File: config.mk
export PLATFORM = sky130hd
export DESIGN_NAME = logic_ex_debounced
export DESIGN_NICKNAME = d
export VERILOG_FILES = /design/src/rtl/logic_ex_debounced.sv
export SDC_FILE = /design/constraint.sdc
export NUM_CORES = 1
export LEC_CHECK = 0
export CORE_MARGIN = 2
export CORE_UTILIZATION = 25
export DETAILED_ROUTE_END_ITERATION = 6
export SETUP_SLACK_MARGIN = 0.02
export SKIP_LAST_GASP = 1
export SYNTH_ARGS = -nofsm -noshare
export SYNTH_HDL_FRONTEND = slang
export SYNTH_SLANG_ARGS = --single-unit
File: constraint.sdc
create_clock -name clk -period 4.89 [get_ports clk]
set_input_delay 0.978 -clock clk [delete_from_list [all_inputs] [get_ports clk]]
set_output_delay 0.978 -clock clk [all_outputs]
set_load 0.05 [all_outputs]
File: src/rtl/logic_ex_debounced.sv
// Debounced switch bank driving registered gate-reduction LEDs, with a change pulse
// and a wrapping 8-bit count of accepted debounced changes.
module logic_ex_debounced #(
    parameter int NUM_SW          = 2,
    parameter int DEBOUNCE_CYCLES = 1000000
) (
    input  logic              clk,
    input  logic              rst,
    input  logic [NUM_SW-1:0] SW,
    output logic [3:0]        LED,
    output logic              chg,
    output logic [7:0]        chg_count
);

    localparam int CW = $clog2(DEBOUNCE_CYCLES + 1);
    // A differing sample seen while the counter holds this value completes the run.
    localparam logic [CW-1:0] LAST_CNT = CW'(DEBOUNCE_CYCLES - 1);

    logic [NUM_SW-1:0] sync1;
    logic [NUM_SW-1:0] sync2;
    logic [NUM_SW-1:0] db;
    logic [NUM_SW-1:0] db_next;
    logic [CW-1:0]     cnt      [NUM_SW];
    logic [CW-1:0]     cnt_next [NUM_SW];
    logic              any_change;

    always_comb begin
        db_next = db;
        for (int unsigned i = 0; i < NUM_SW; i++) begin
            cnt_next[i] = '0;
            if (sync2[i] != db[i]) begin
                if (cnt[i] == LAST_CNT) begin
                    db_next[i] = sync2[i];
                end else begin
                    cnt_next[i] = cnt[i] + CW'(1);
                end
            end
        end
    end

    assign any_change = |(db_next ^ db);

    always_ff @(posedge clk) begin
        if (rst) begin
            sync1     <= '0;
            sync2     <= '0;
            db        <= '0;
            for (int unsigned i = 0; i < NUM_SW; i++) begin
                cnt[i] <= '0;
            end
            LED       <= 4'b0001;
            chg       <= 1'b0;
            chg_count <= '0;
        end else begin
            sync1 <= SW;
            sync2 <= sync1;
            db    <= db_next;
            for (int unsigned i = 0; i < NUM_SW; i++) begin
                cnt[i] <= cnt_next[i];
            end
            LED       <= {^db, |db, &db, ~db[0]};
            chg       <= any_change;
            chg_count <= chg_count + {7'b0, any_change};
        end
    end

endmodule

## Word-level counts from Yosys, hierarchy flattened

Memories as Yosys holds them, arrays and structs flattened.
Index checks and enable logic that the tools add are counted.

| cells by class | value |
|---|---|
| add/subtract/negate cells | 3 |
| eq/ne operators | 4 |
| mux-type cells | 13 |
| bitwise operators | 4 |
| reduce and logical (&&, ||, !) cells | 4 |

Operators with widths:

| kind | number |
|---|---|
| two-way mux 20 bit | 6 |
| adder 20 x 1 -> 20 bit, second input constant | 2 |
| == test 20 bit, second input constant | 2 |
| adder 8 x 1 -> 8 bit | 1 |
| two-way mux 1 bit | 7 |
| OR reduction 2 bit | 2 |
| != test 1 bit | 2 |
| bitwise OR 1 bit | 2 |
| AND reduction 2 bit | 1 |
| XOR reduction 2 bit | 1 |
| bitwise XOR 2 bit | 1 |
| NOT 1 bit | 1 |

| word-level totals | value |
|---|---|
| flip-flop bits (word level) | 19 |
| RAM bits | 40 |
| bits of input ports | 4 |
| output and inout bits | 13 |
| logic and storage cells | 35 |
| memories | 1 |

Memory list:

| name | depth | width | read ports | clocked after memory_dff | write ports | RTL line | RTL |
|---|---|---|---|---|---|---|---|
| cnt | 2 | 20 | 2 | 0 | 2 | 23 | `logic [CW-1:0] cnt [NUM_SW];` |

## Logic depth before layout (Yosys ltp)

| logic depth | value |
|---|---|
| depth in word-level cells | 6 |
| gate-level depth with buffers | 10 |
| gate-level depth less buffers | 10 |

## Worst setup path after synthesis

No wires, ideal clock.

| timing | value |
|---|---|
| kind | flip-flop to flip-flop |
| from | mem cnt[0][8] in the netlist's numbering |
| to | reg chg_count[5] |
| library setup time | 128 ps |
| arrival time | 2002 ps |
| data required time | 4762 ps |
| setup slack | 2761 ps |
| cell stages (with the launch flop) | 10 |
| buffers on the path | 0 |
| clock period less this slack | 2129 ps |
| cells stage by stage | dfxtp_1 > or4b_1 > nor4_2 > nand3b_1 > nand2_1 > ha_1 > and3_1 > nand3_1 > xor2_1 > nor2_1 |

RTL lines:

| what | RTL line | RTL |
|---|---|---|
| start, declared | 23 |  |
| end signal, assigned | 63 | `chg_count <= chg_count + {7'b0, any_change};` |
| end, declared | 12 | `output logic [7:0] chg_count` |

## Worst setup path after layout

| timing | value |
|---|---|
| from | reg chg_count[2] |
| to | out chg_count[2] |

No word-level cell between the ends.

==> flow_summary.ini <==
[run_status]
status = finished clean

[floorplan]
core_area_sq_mm = 0.009819
rows = 36
ios = 17
die_w_microns = 104.6
die-area_sq_mm = 0.01095
die_h_microns = 104.6
start_util_pct = 25.79

[final_layout]
fin_util_pct = 30.16
final_cell_mix = dfxtp_1 (59), nor2_1 (40), nand3_1 (19)
syn2layout_area_growth_pct = 16.95
layout_commonest_cell = dfxtp_1
insertedDiodeCount = 0
fill_cells = 1073
nNetsFinal = 307
layout-drive-gt1-share_pct = 6.312

[min_path]
hold_path_class = reg -> reg
whs_endpoint = sync2[1]
hold_depth = 1
min_from = sync1[1]

[routing]
ant_nets = 0
wl_per_cell_microns = 10.49
vias = 1949
viasPerCell = 4.491
routed_wl_mm = 4.552
drc = 0
drtIter0Drc = 79
dr.pass1.iters = 4

[critical_path]
slowest_stage = clkdlybuf4s50_1
slowest_delay_ns = 0.83
startpoint_type = register
critPathKind = reg -> out
r2r_end = chg_count[5]
cp-end-kind = primary output
cp_max_fo = 5
reg2reg_slack_ns = 2.50
reg2reg_from = cnt[0][0]
crit_family = buffers and inverters
cp_cell_sequence = clkdlybuf4s50_1
arrival_ns = 1.55
path_buf_inv = 1
cp_num_cells = 1
worstPathRequired_ns = 3.91
rr_worst_depth = 10

[clock_tree]
cts_sinks = 59
cts_resized = 0
cts_hold_buf = 0
cts_tree = yes
cts_buffers = 9
insertion_delay_ns = 0.32
htree_levels = 3
cts-root-buf = clkbuf_8
max-clock-path-buffers = 2
clkTransAtPathRegs_ns = 0.06
postCtsSetupRepairBufs = 0

[timing]
setup_viol = 0
hold_viol_final = 0
fin_tns_setup_ns = 0
slew_viol_final = 0
finalCritPeriodShare_pct = 51.73
max_slew_margin_pct = 46.78
worstMarginPinSlew_ns = 0.7983
clock_skew_ns = 0.006570
max_freq_ghz = 0.3954
rsz0062_at_grt = false
finalCriticalPeriod_ns = 2.529

[yosys]
ys_ff_latch = 59
synth_area_per_cell_sq_um = 9.077
ys_seq_area_share_pct = 46.64
synth_top_area_share_pct = 46.64
syn-num-nets = 289
yosysTopAreaCell = dfxtp_1
ys_top_cells_by_area = dfxtp_1 (47%), nor2_1 (5.9%), xnor2_1 (5.9%)
synth_cell_types = 36
syn_area_sq_mm = 0.002532
yosysWarnings = 0
netlist_instances = 279

[power_and_ir_drop]
seq_power_share_pct = 56.6
p_clk_share_pct = 42.2
swShare_pct = 20.57
peakVddDrop_uv = 120.4
power.switching_mw = 0.1759
power.internal_mw = 0.6793
power.leakage_nw = 0.9274
power_frac_comb_pct = 1.3
p_per_area_mw_per_mm2 = 288.7
finalPower_mw = 0.8552

[placement]
dpl.hpwl_mm = 3.228
portBuffers = 16
place_congestion = 0.7462

[run]
maxCapViolations = 0

[global_routing]
grt_pass1_wl_mm = 8.059
grt_pass1_vias = 1872
grt_antenna_before_repair = 0
overflow = 0
grt_max_degree = 23
track_usage_pct = 9.035
-- stage by stage --
stage / hold WS (ns) / instances / cell area, sq um / setup slack (ns)
6_report: 0.4352 / 434 / 2962 / 2.361
2_1_floorplan: 0.4116 / 279 / 2532 / 2.761
4_1_cts: 0.4366 / 434 / 2962 / 2.334
3_3_place_gp: 0.4193 / 419 / 2801 / 2.134
3_5_place_dp: 0.4212 / 419 / 2801 / 2.060
5_1_grt: 0.4637 / 434 / 2962 / 2.216
-- how the worst max path moves through the flow --
stage | from | endpoint | slack (ns)
floorplan | cnt[0][8] | chg_count[5] | 2.76
global placement | rst | cnt[0][7] | 2.13
detailed placement | rst | cnt[0][2] | 2.06
CTS | chg_count[2] | chg_count[2] | 2.33
global route | cnt[0][0] | chg_count[5] | 2.22
finish | chg_count[2] | chg_count[2] | 2.36
-- flip-flops by register name (all words and copies together) (netlist names) --
name	cells
sync1	2
db	2
chg	1
chg_count	8
sync2	2
LED	4
cnt	40
-- logic make-up (layout without fill, tap and decap cells) --
family | count (synthesis) | after routing | share of synthesized area, %
buffers and inverters | 18 | 40 | 3.606
xor gates and xnor gates | 33 | 33 | 11.41
adders and majority gates | 6 | 6 | 2.964
DFF | 59 | 59 | 46.64
and+or+nand+nor | 134 | 134 | 28.66
AOI/OAI and AO/OA | 29 | 29 | 6.720
-- metal layers --
| layer | vias to the layer above | share of wire [%] | GRT usage, % |
|---|---|---|---|
| met5 | - | 0 | 0 |
| met2 | 29 | 44 | 14.24 |
| met1 | 900 | 50 | 10.69 |
| li1 | 1014 | - | - |
| met4 | 0 | 1.8 | 4.571 |
| met3 | 6 | 3.5 | 3.493 |
-- cells in the mapped netlist --
cell	instances
or2_2	1
o31ai_1	6
or4_1	8
nor3_1	4
or3_1	7
nor2_1	40
o21ai_0	6
o21ai_2	1
buf_6	2
xnor2_1	17
and4_1	3
clkbuf_1	4
nand3_1	19
buf_2	1
nor2b_1	8
nand4_1	11
inv_1	9
and3_2	1
and2_1	1
or4_4	1
nand2b_1	1
nor4_1	4
dfxtp_1	59
ha_1	6
and3_1	6
xor2_1	16
a21oi_1	14
or4b_1	2
nand4b_1	1
and4_2	1
a21o_1	1
nand3b_1	2
buf_4	2
nand2_1	12
a211o_1	1
nor4_2	1
-- area by class of cell --
cell class              instances  area [sq um]  share of cell area [%]
clock buffers                  12         145.1                   4.901
inverters                       9         33.78                   1.141
multi-input cells             202          1260                   42.54
well taps                     133         166.4                   5.619
repair buffers                 16         160.2                   5.408
flip-flops and latches         59          1181                   39.88
clock inverters                 3         15.01                  0.5070
-- power by group through the flow --
stage | Clock, mW | Combinational (mW) | Sequential (mW)
floorplan | 0 | 0.00804 | 0.494
global placement | 0 | 0.0109 | 0.494
detailed placement | 0 | 0.0110 | 0.495
CTS | 0.379 | 0.0109 | 0.484
global route | 0.401 | 0.0121 | 0.484
finish | 0.360 | 0.0107 | 0.484
(Power assumes the default switching activity.)
